<file path="src/rtl/conv_frame_if.sv">
// conv_frame_if: capture-side frame/pixel strobes and conv-side sequencing outputs
// master: capture front end drives iFVAL/iDVAL/iSW and observes the sequencer outputs
// slave : conv_frame_ctrl consumes the strobes and drives position, window, pulses and state
interface conv_frame_if;
  logic        iFVAL;
  logic        iDVAL;
  logic        iSW;
  logic [10:0] oX_Cont;
  logic [10:0] oY_Cont;
  logic        oFILT_SEL;
  logic        oWIN_VALID;
  logic        oSOF;
  logic        oEOF;
  logic [1:0]  oSTATE;
  modport master (
    output iFVAL, iDVAL, iSW,
    input  oX_Cont, oY_Cont, oFILT_SEL, oWIN_VALID, oSOF, oEOF, oSTATE
  );
  modport slave (
    input  iFVAL, iDVAL, iSW,
    output oX_Cont, oY_Cont, oFILT_SEL, oWIN_VALID, oSOF, oEOF, oSTATE
  );
endinterface

</file>
<file path="src/rtl/conv_frame_ctrl.sv">
// conv_frame_ctrl: frame sequencer tracking pixel position, line-buffer priming, drain and edge mask
// iCLK/iRST : clock, synchronous active-high reset
// bus.iFVAL/iDVAL/iSW : frame valid, pixel valid, requested filter select
// bus.oX_Cont/oY_Cont : pixel column/line; oFILT_SEL frame filter; oWIN_VALID delayed mask
// bus.oSOF/oEOF : frame start/end pulses; oSTATE 0 IDLE 1 PRIME 2 RUN 3 DRAIN
module conv_frame_ctrl #(
  parameter int H_ACTIVE    = 1280,
  parameter int V_ACTIVE    = 960,
  parameter int BORDER      = 10,
  parameter int PRIME_LINES = 3,
  parameter int PIPE_LAT    = 3,
  parameter int DRAIN_CYC   = 16
) (
  input logic iCLK,
  input logic iRST,
  conv_frame_if.slave bus
);
  localparam int DW = $clog2(DRAIN_CYC);
  typedef enum logic [1:0] {IDLE, PRIME, RUN, DRAIN} state_t;
  state_t state_q, state_d;
  logic [10:0] x_q, x_d, y_q, y_d;
  logic [DW-1:0] dcnt_q, dcnt_d;
  logic [PIPE_LAT-1:0] pipe_q;
  logic fval_q, filt_q, filt_d, sof_q, sof_d, eof_q, eof_d;
  logic rise, beat, xwrap, raw;
  assign rise  = bus.iFVAL & ~fval_q;
  assign beat  = bus.iDVAL & (state_q == PRIME || state_q == RUN);
  assign xwrap = x_q == 11'(H_ACTIVE - 1);
  assign raw   = bus.iDVAL && state_q == RUN
              && x_q >= 11'(BORDER) && x_q < 11'(H_ACTIVE - BORDER)
              && y_q >= 11'(BORDER) && y_q < 11'(V_ACTIVE - BORDER);
  always_comb begin
    state_d = state_q;
    x_d     = beat ? (xwrap ? '0 : x_q + 11'd1) : x_q;
    y_d     = (beat && xwrap) ? (y_q == 11'(V_ACTIVE - 1) ? '0 : y_q + 11'd1) : y_q;
    dcnt_d  = '0;
    filt_d  = filt_q;
    sof_d   = 1'b0;
    eof_d   = 1'b0;
    case (state_q)
      IDLE: if (rise) begin
        state_d = PRIME;
        sof_d   = 1'b1;
        x_d     = '0;
        y_d     = '0;
        filt_d  = bus.iSW;
      end
      PRIME: if (!bus.iFVAL) begin
        state_d = DRAIN;
        eof_d   = 1'b1;
      end else if (beat && xwrap && y_q == 11'(PRIME_LINES - 1)) state_d = RUN;
      RUN: if (!bus.iFVAL) begin
        state_d = DRAIN;
        eof_d   = 1'b1;
      end
      DRAIN: begin
        dcnt_d  = dcnt_q + DW'(1);
        state_d = dcnt_q == DW'(DRAIN_CYC - 1) ? IDLE : DRAIN;
      end
      default: state_d = IDLE;
    endcase
  end
  // previous iFVAL resets high so a frame already in progress at reset release is not taken as a rise
  always_ff @(posedge iCLK) begin
    if (iRST) begin
      state_q <= IDLE;
      x_q     <= '0;
      y_q     <= '0;
      dcnt_q  <= '0;
      pipe_q  <= '0;
      fval_q  <= 1'b1;
      filt_q  <= 1'b0;
      sof_q   <= 1'b0;
      eof_q   <= 1'b0;
    end else begin
      state_q <= state_d;
      x_q     <= x_d;
      y_q     <= y_d;
      dcnt_q  <= dcnt_d;
      pipe_q  <= {pipe_q[PIPE_LAT-2:0], raw};
      fval_q  <= bus.iFVAL;
      filt_q  <= filt_d;
      sof_q   <= sof_d;
      eof_q   <= eof_d;
    end
  end
  assign bus.oX_Cont    = x_q;
  assign bus.oY_Cont    = y_q;
  assign bus.oFILT_SEL  = filt_q;
  assign bus.oWIN_VALID = pipe_q[PIPE_LAT-1];
  assign bus.oSOF       = sof_q;
  assign bus.oEOF       = eof_q;
  assign bus.oSTATE     = state_q;
endmodule
</file>
<file path="src/flat_wrapper.sv">
// flat-port wrapper written by rule: the top's interface ports become plain ports
module conv_frame_ctrl_flat 
#(
  parameter int H_ACTIVE    = 1280,
  parameter int V_ACTIVE    = 960,
  parameter int BORDER      = 10,
  parameter int PRIME_LINES = 3,
  parameter int PIPE_LAT    = 3,
  parameter int DRAIN_CYC   = 16
)
  (iCLK, iRST, bus_iFVAL, bus_iDVAL, bus_iSW, bus_oX_Cont, bus_oY_Cont, bus_oFILT_SEL, bus_oWIN_VALID, bus_oSOF, bus_oEOF, bus_oSTATE);
  conv_frame_if bus_i ();
  input logic iCLK;
  input logic iRST;
  input wire logic [$bits(bus_i.iFVAL)-1:0] bus_iFVAL;
  input wire logic [$bits(bus_i.iDVAL)-1:0] bus_iDVAL;
  input wire logic [$bits(bus_i.iSW)-1:0] bus_iSW;
  output wire logic [$bits(bus_i.oX_Cont)-1:0] bus_oX_Cont;
  output wire logic [$bits(bus_i.oY_Cont)-1:0] bus_oY_Cont;
  output wire logic [$bits(bus_i.oFILT_SEL)-1:0] bus_oFILT_SEL;
  output wire logic [$bits(bus_i.oWIN_VALID)-1:0] bus_oWIN_VALID;
  output wire logic [$bits(bus_i.oSOF)-1:0] bus_oSOF;
  output wire logic [$bits(bus_i.oEOF)-1:0] bus_oEOF;
  output wire logic [$bits(bus_i.oSTATE)-1:0] bus_oSTATE;
  assign bus_i.iFVAL = bus_iFVAL;
  assign bus_i.iDVAL = bus_iDVAL;
  assign bus_i.iSW = bus_iSW;
  assign bus_oX_Cont = bus_i.oX_Cont;
  assign bus_oY_Cont = bus_i.oY_Cont;
  assign bus_oFILT_SEL = bus_i.oFILT_SEL;
  assign bus_oWIN_VALID = bus_i.oWIN_VALID;
  assign bus_oSOF = bus_i.oSOF;
  assign bus_oEOF = bus_i.oEOF;
  assign bus_oSTATE = bus_i.oSTATE;
  conv_frame_ctrl #(.H_ACTIVE(H_ACTIVE), .V_ACTIVE(V_ACTIVE), .BORDER(BORDER), .PRIME_LINES(PRIME_LINES), .PIPE_LAT(PIPE_LAT), .DRAIN_CYC(DRAIN_CYC)) u_core (.iCLK(iCLK), .iRST(iRST), .bus(bus_i));
endmodule
</file>
<file path="config.mk">
export PLATFORM = sky130hd
export DESIGN_NAME = conv_frame_ctrl_flat
export DESIGN_NICKNAME = d
export VERILOG_FILES = /design/src/rtl/conv_frame_if.sv /design/src/rtl/conv_frame_ctrl.sv /design/src/flat_wrapper.sv
export SDC_FILE = /design/constraint.sdc
export NUM_CORES = 1
export LEC_CHECK = 0
export ABC_AREA = 0
export CAP_MARGIN = 20
export CORE_ASPECT_RATIO = 0.75
export CORE_MARGIN = 3
export CORE_UTILIZATION = 32
export DETAILED_ROUTE_END_ITERATION = 6
export HOLD_SLACK_MARGIN = 0.1
export SYNTH_ARGS = -nofsm -noshare
export SYNTH_HDL_FRONTEND = slang
export SYNTH_SLANG_ARGS = --single-unit
export TNS_END_PERCENT = 50
</file>
<file path="constraint.sdc">
create_clock -name iCLK -period 2.3 [get_ports iCLK]
set_input_delay 0.345 -clock iCLK [delete_from_list [all_inputs] [get_ports iCLK]]
set_output_delay 0.345 -clock iCLK [all_outputs]
set_load 0.03 [all_outputs]
</file>
After elaboration in Yosys (flattened, before gate mapping)
Cells that the tools add are included.

Flip-flop bits (word level): 35. Bits in latches: 0. Bits in writable memories: 0. ROM bits: 0. Bits of input ports: 5. Output and inout bits: 28. Logic and storage cells: 63. Memories kept: 0.

Add/subtract/negate cells: 3. Multiply operators: 0. Div/mod/pow operators: 0. Order comparisons: 4. Equality and inequality tests: 10. Shift-type cells: 0. Multiplexer cells: 16. Bitwise logic cells: 6. Reduce and logical (&&, ||, !) cells: 15.

Operators with widths (count): two-way mux 11 bit (8); adder 11 x 1 -> 11 bit, second input constant (2); greater-or-equal comparator 11 x 4 -> 1 bit, second input constant (2); == test 11 x 10 -> 1 bit, second input constant (1); == test 11 bit, second input constant (1); == test 11 x 2 -> 1 bit, second input constant (1); < comparator 11 x 10 -> 1 bit, second input constant (1); < comparator 11 bit, second input constant (1); two-way mux 2 bit (5); case mux 2 bit (4 select lines) (1); OR reduction 2 bit (4); logical AND 1 bit (7); adder 4 x 1 -> 4 bit, second input constant (1); == test 2 bit, second input constant (2); == test 4 bit, second input constant (1); inverter 1 bit (4); != test 3 bit, second input constant (1); AND reduction 3 bit (1); AND 1 bit (2); == test 2 x 1 -> 1 bit, second input constant (1); zero test 2 bit (1); two-way mux 1 bit (2); != test 2 x 1 -> 1 bit, second input constant (1); != test 2 bit, second input constant (1); 2 further kinds (2).

Logic depth before layout (Yosys ltp)
Depth in word-level cells: 8. Gate-level depth with buffers: 8. Gate-level depth less buffers: 7.

Least setup slack after synthesis
OpenSTA, ideal clock, no wires.

Path kind: reg2reg. Start: reg u_core.state_q[0], in the netlist u_core.bus.oSTATE[0]. End: reg u_core.y_q[10], in the netlist u_core.bus.oY_Cont[10]. Library setup time: 71 ps. Arrival time: 2265 ps. Required time: 2229 ps. Setup slack: -36 ps. Cell stages (with the launch flop): 9. Cells stage by stage: dfxtp_1 inv_1 ha_1 nand2_1 nor4_4 buf_6 nand4_4 or3_1 a21oi_1.

Word-level cells in the longest chain between the ends: 7.

RTL lines: start, declared (RTL line conv_frame_ctrl.sv:20) `state_t state_q, state_d;`; start signal, assigned (RTL line conv_frame_ctrl.sv:76) `state_q <= state_d;`; == test 2 x 1 -> 1 bit / == test 2 bit (equally long branches) (RTL line conv_frame_ctrl.sv:27) `assign beat = bus.iDVAL & (state_q == PRIME || state_q == RUN);`; logical OR 1 bit (RTL line conv_frame_ctrl.sv:27); AND 1 bit (RTL line conv_frame_ctrl.sv:27); logical AND 1 bit (RTL line conv_frame_ctrl.sv:35) `y_d = (beat && xwrap) ? (y_q == 11'(V_ACTIVE - 1) ? '0 : y_q + 11'd1) : y_q;`; two-way mux 11 bit (RTL line conv_frame_ctrl.sv:35); two-way mux 11 bit (RTL line conv_frame_ctrl.sv:41) `IDLE: if (rise) begin`; two-way mux 11 bit * (RTL line conv_frame_ctrl.sv:40) `case (state_q)`; end signal, assigned (RTL line conv_frame_ctrl.sv:78) `y_q <= y_d;`; end, declared (RTL line conv_frame_ctrl.sv:21) `logic [10:0] x_q, x_d, y_q, y_d;`.

Mark *: on every way between the ends. The rest lies on a longest branch, timed or not. A chain may end at the register's enable or synchronous reset.

Worst setup path after layout
Start: reg u_core.state_q[0], in the netlist u_core.bus.oSTATE[0]. End: reg u_core.y_q[9], in the netlist u_core.bus.oY_Cont[9].

Same word-level chain as after synthesis.

==> summary.md <==
The run gives 13 as the maximum number of pins on one net before global-route repair. The first detailed-routing pass took 4 iterations. Subtracting the final worst setup slack from the clock period gives 2120 ps. Counting the buffers created by CTS gives 5. For the pin with the worst max-slew slack, the measured transition is 486 ps.

The tools report the instance area at placement as 2150 sq um. For this design the total switching power over the nets is 423 uW. The logs give 76 for the number of DRC markers after the initial detailed-route iteration and 0 for the number of buffers inserted by post-CTS setup repair. The clock passes through at most 2 buffers. By count the netlist is led by 35 x dfxtp_1, 30 x nor2_1, 14 x nand2_1, 12 x nand3_1, 10 x inv_1. The final-report max-slew violation count was 0. Relative to the synthesized area, the layout overhead comes to 30.1%. After layout, the worst path uses 92.2% of the clock period. The via count of the first global-routing pass is 1399, and the sequential group share of total power is 47.2%. Detailed placement ended at an HPWL of 2.86 mm. After detailed routing, the met2 layer carries 1.56 mm of wire. The core region is 5040 sq um. The floorplan die width came out at 90.5 um. The total count of hold-check failures in the final report is 0.

The most used flip-flop cell after synthesis is dfxtp_1. The count of nets left with antenna violations once routing finished came out at 0. The largest fanout of any net on the critical path was 5. Once layout is done, the placed cells without fillers occupy 2230 sq um. The tools report the routed length on met1 as 2.02 mm. For the routability-driven placement congestion ratio, the log shows 0.783. For the required time of the critical path, the log shows 2510 ps. The net count after synthesis was 210; the multiplexer fraction of the synthesized cell area was 0.584%. The xor/xnor cell area share of the yosys netlist came out at 7.67%. The clock reaches the later pin of the worst-skew pair after 280 ps. The number of antenna violations at the first check in global routing is 0, and the count of standard-cell rows is 22. The synthesized instance count was 196. Across the routed clock network, the largest skew measured is 2.05 ps.

For this configuration, the core starts out at a cell density of 34.0%. The internal power contribution was 979 uW. The core utilization of the finished layout is 44.2%. Summing the areas of all fa, ha and maj instances in the mapped netlist gives 6.57% of the synthesized area. Global routing used 13.0% of the available tracks across all layers. Cells with a size suffix above 1 make up 8.44% of the layout. Power comes to 1400 uW. After synthesis, the share of flip-flops with an asynchronous set or reset is 0%. In this run the tool buffered the top-level ports with 32 buffer cells.

On the critical path, the stage with the largest delay is an instance of or4_1. 33 I/O pins were placed. For the global-route congestion overflow total, the log shows 0.

The tools report the critical path endpoint category as a register. Yosys mapped the design onto 44 distinct sky130hd cell types. Summing the areas of all and, or, nand and nor instances in the mapped netlist gives 28.6% of the synthesized area. The number of warnings reported in the yosys synthesis log was 0. In this run the tightest slew margin relative to its limit is 67.6%. The worst hold path belongs to the class register to register. In the detailed route, the total length drawn on met3 is 197 um.

Among all cell types in the netlist, the one instantiated most often is dfxtp_1. The first-pass GRT wire length is 6.54 mm, and the post-detailed-routing wire length is 3.82 mm. The synthesized area divided by synthesized cell count is 8.74 sq um, and the part of the total power dissipated in combinational logic is 23.8%.

Post-detailed-route wirelength per cell: 12.3 um. After synthesis, the largest area contributor takes up 40.9% of total cell area. For the number of clock sinks seen by CTS, the log shows 35. Sorting the synthesized cells by area gives the leading types as dfxtp_1 41%, ha_1 6.6%, nor2_1 6.6%, xor2_1 4.1%, xnor2_1 3.6%. The share of the yosys chip area belonging to registers is 40.9%.

The tools report the maximum operating frequency as 471 MHz. The switching part of the total is 30.2%, and the routed via count divided by cell count is 4.72. The root buffer cell chosen for the clock tree is clkbuf_8. After clock tree synthesis, the flow added hold-fix buffers numbering 0. TritonCTS built the clock tree. Setup violations remaining at the end of the flow were counted as 0.

The die covers 6280 sq um. The clock network accounts for 29.0% of the total power. The clock tree synthesis step divided the H-tree into 2 levels. The routed layout has 1458 vias. Clock-pin slew was measured on the worst setup and hold paths at 70 ps. Setup repair after global routing could not meet its margin everywhere. The synthesized design spends more area on one cell type than any other, namely dfxtp_1.

Combinational family with the most area after synthesis: simple AND/OR/NAND/NOR gates. The number of nets in the final layout came out at 252. The count of state elements after synthesis came out at 35. The worst hold slack after final layout came out at 443 ps. Traced cell by cell, the critical path runs through inv_1 -> ha_1 -> nand2_1 -> nor4_4 -> nand3_1 -> or4_1 -> a21oi_1.

The flow ran to the end, and the final reports show no timing, DRC or antenna violations. The delay of the slowest cell on the worst path works out to 450 ps. The uppermost signal routing layer after detailed routing was met4.

The logs give 0 for the remaining routing DRC violations and 306 uV for the peak supply drop. The total standard cell area after synthesis was 1710 sq um; the number of synthesized flops with an enable pin was 0. Max-cap violations in this run came to 0. Worst setup path category: register to register. Share of the synthesized area in compound gates (AO/OA/AOI/OAI): 12.4%.

From bottom edge to top edge, the die measures 69.4 um. STA classifies the critical path startpoint as a register. The analysis attributes to cell leakage a power of 0.000817 uW. Power per unit of standard cell area: 629 nW/um^2. STA puts the critical path data arrival time at 2330 ps. The repair_antennas step left the layout with diodes totalling 0.
-- power groups by stage --
stage | Sequential [uW] | Combinational, uW | Clock (uW)
6_report | 662 | 334 | 406
3_5_place_dp | 676 | 333 | 0
2_1_floorplan | 719 | 157 | 0
5_1_grt | 669 | 373 | 447
3_3_place_gp | 674 | 337 | 0
4_1_cts | 663 | 336 | 420
-- flip-flops by register name, indices dropped and copies added, names as in the netlist --
| name | flops |
|---|---|
| u_core.bus.oEOF | 1 |
| u_core.bus.oFILT_SEL | 1 |
| u_core.bus.oSOF | 1 |
| u_core.bus.oSTATE | 2 |
| u_core.bus.oX_Cont | 11 |
| u_core.bus.oY_Cont | 11 |
| u_core.dcnt_q | 4 |
| u_core.fval_q | 1 |
| u_core.pipe_q | 3 |
-- what timing repair did --
action,in CTS,in global routing
endpoints found under the hold margin,0,0
endpoints found under the setup margin,0,4
gates resized for setup,0,1
-- worst max-delay path, delay by kind of cell (launching register included) --
family                     cells  cell delay, ps
and+or+nand+nor                4            1110
DFF                            1             360
adders and majority gates      1             320
AOI/OAI and AO/OA              1             150
buffers and inverters          1             100
-- stage by stage --
step                TNS [ps]  std cells  setup WS [ps]
floorplan                  0        196            113
global placement           0        303            140
detailed placement         0        303           68.0
CTS                        0        309            119
global route            -106        309          -43.5
finish                     0        309            178
-- area by class of cell --
type                       instances  area (sq um)
inverter                          10          37.5
sequential                        35           703
fill                             490          2810
timing repair buffer              38           369
tap                               72          90.1
clock buffer                       6          72.6
multi-input combinational        148           956
-- metal layers --
layer,track usage (%),vias up
li1,-,767
met1,19.0,656
met2,17.6,30
met3,4.45,5
met4,4.58,0
met5,0,-
-- cells in the final DEF (no fill, tap or decap), types with 2 or more instances in the layout --
cell             count
or2_2                2
nand4_1              3
clkdlybuf4s50_1     32
dfxtp_2              2
dfxtp_1             33
a21oi_1              9
inv_1               10
nor3_1               3
or3_1                2
nand2b_1             3
o21ai_0              8
or4_1                2
nor2b_1              5
nor2_1              30
ha_1                 9
buf_4                5
nand2_1             14
a211o_1              2
xnor2_1              7
and3_1               5
nand3_1             12
xor2_1               8
clkbuf_8             5
and2_1               2
-- path summary, 6_finish.rpt --
path / startpoint / end / slack, ps / depth (start not counted)
setup / recovery: u_core.bus.oSTATE[0]$_SDFFE_PP0P_ / u_core.bus.oY_Cont[9]$_SDFF_PP0_ / 180 / 7
hold / removal: u_core.pipe_q[1]$_SDFF_PP0_ / u_core.pipe_q[2]$_SDFF_PP0_ / 440 / 1
setup reg to reg: u_core.bus.oSTATE[0]$_SDFFE_PP0P_ / u_core.bus.oY_Cont[9]$_SDFF_PP0_ / 180 / 7
hold reg to reg: u_core.pipe_q[1]$_SDFF_PP0_ / u_core.pipe_q[2]$_SDFF_PP0_ / 440 / 1
-- cell families after synthesis --
| kind of cell | Yosys count |
|---|---|
| XOR/XNOR | 15 |
| AO/OA/AOI/OAI | 32 |
| multiplexers | 1 |
| AND/OR/NAND/NOR | 91 |
| adder cells (fa/ha/maj) | 9 |
| buffers and inverters | 13 |
| flip-flops | 35 |
(Power assumes the default switching activity.)
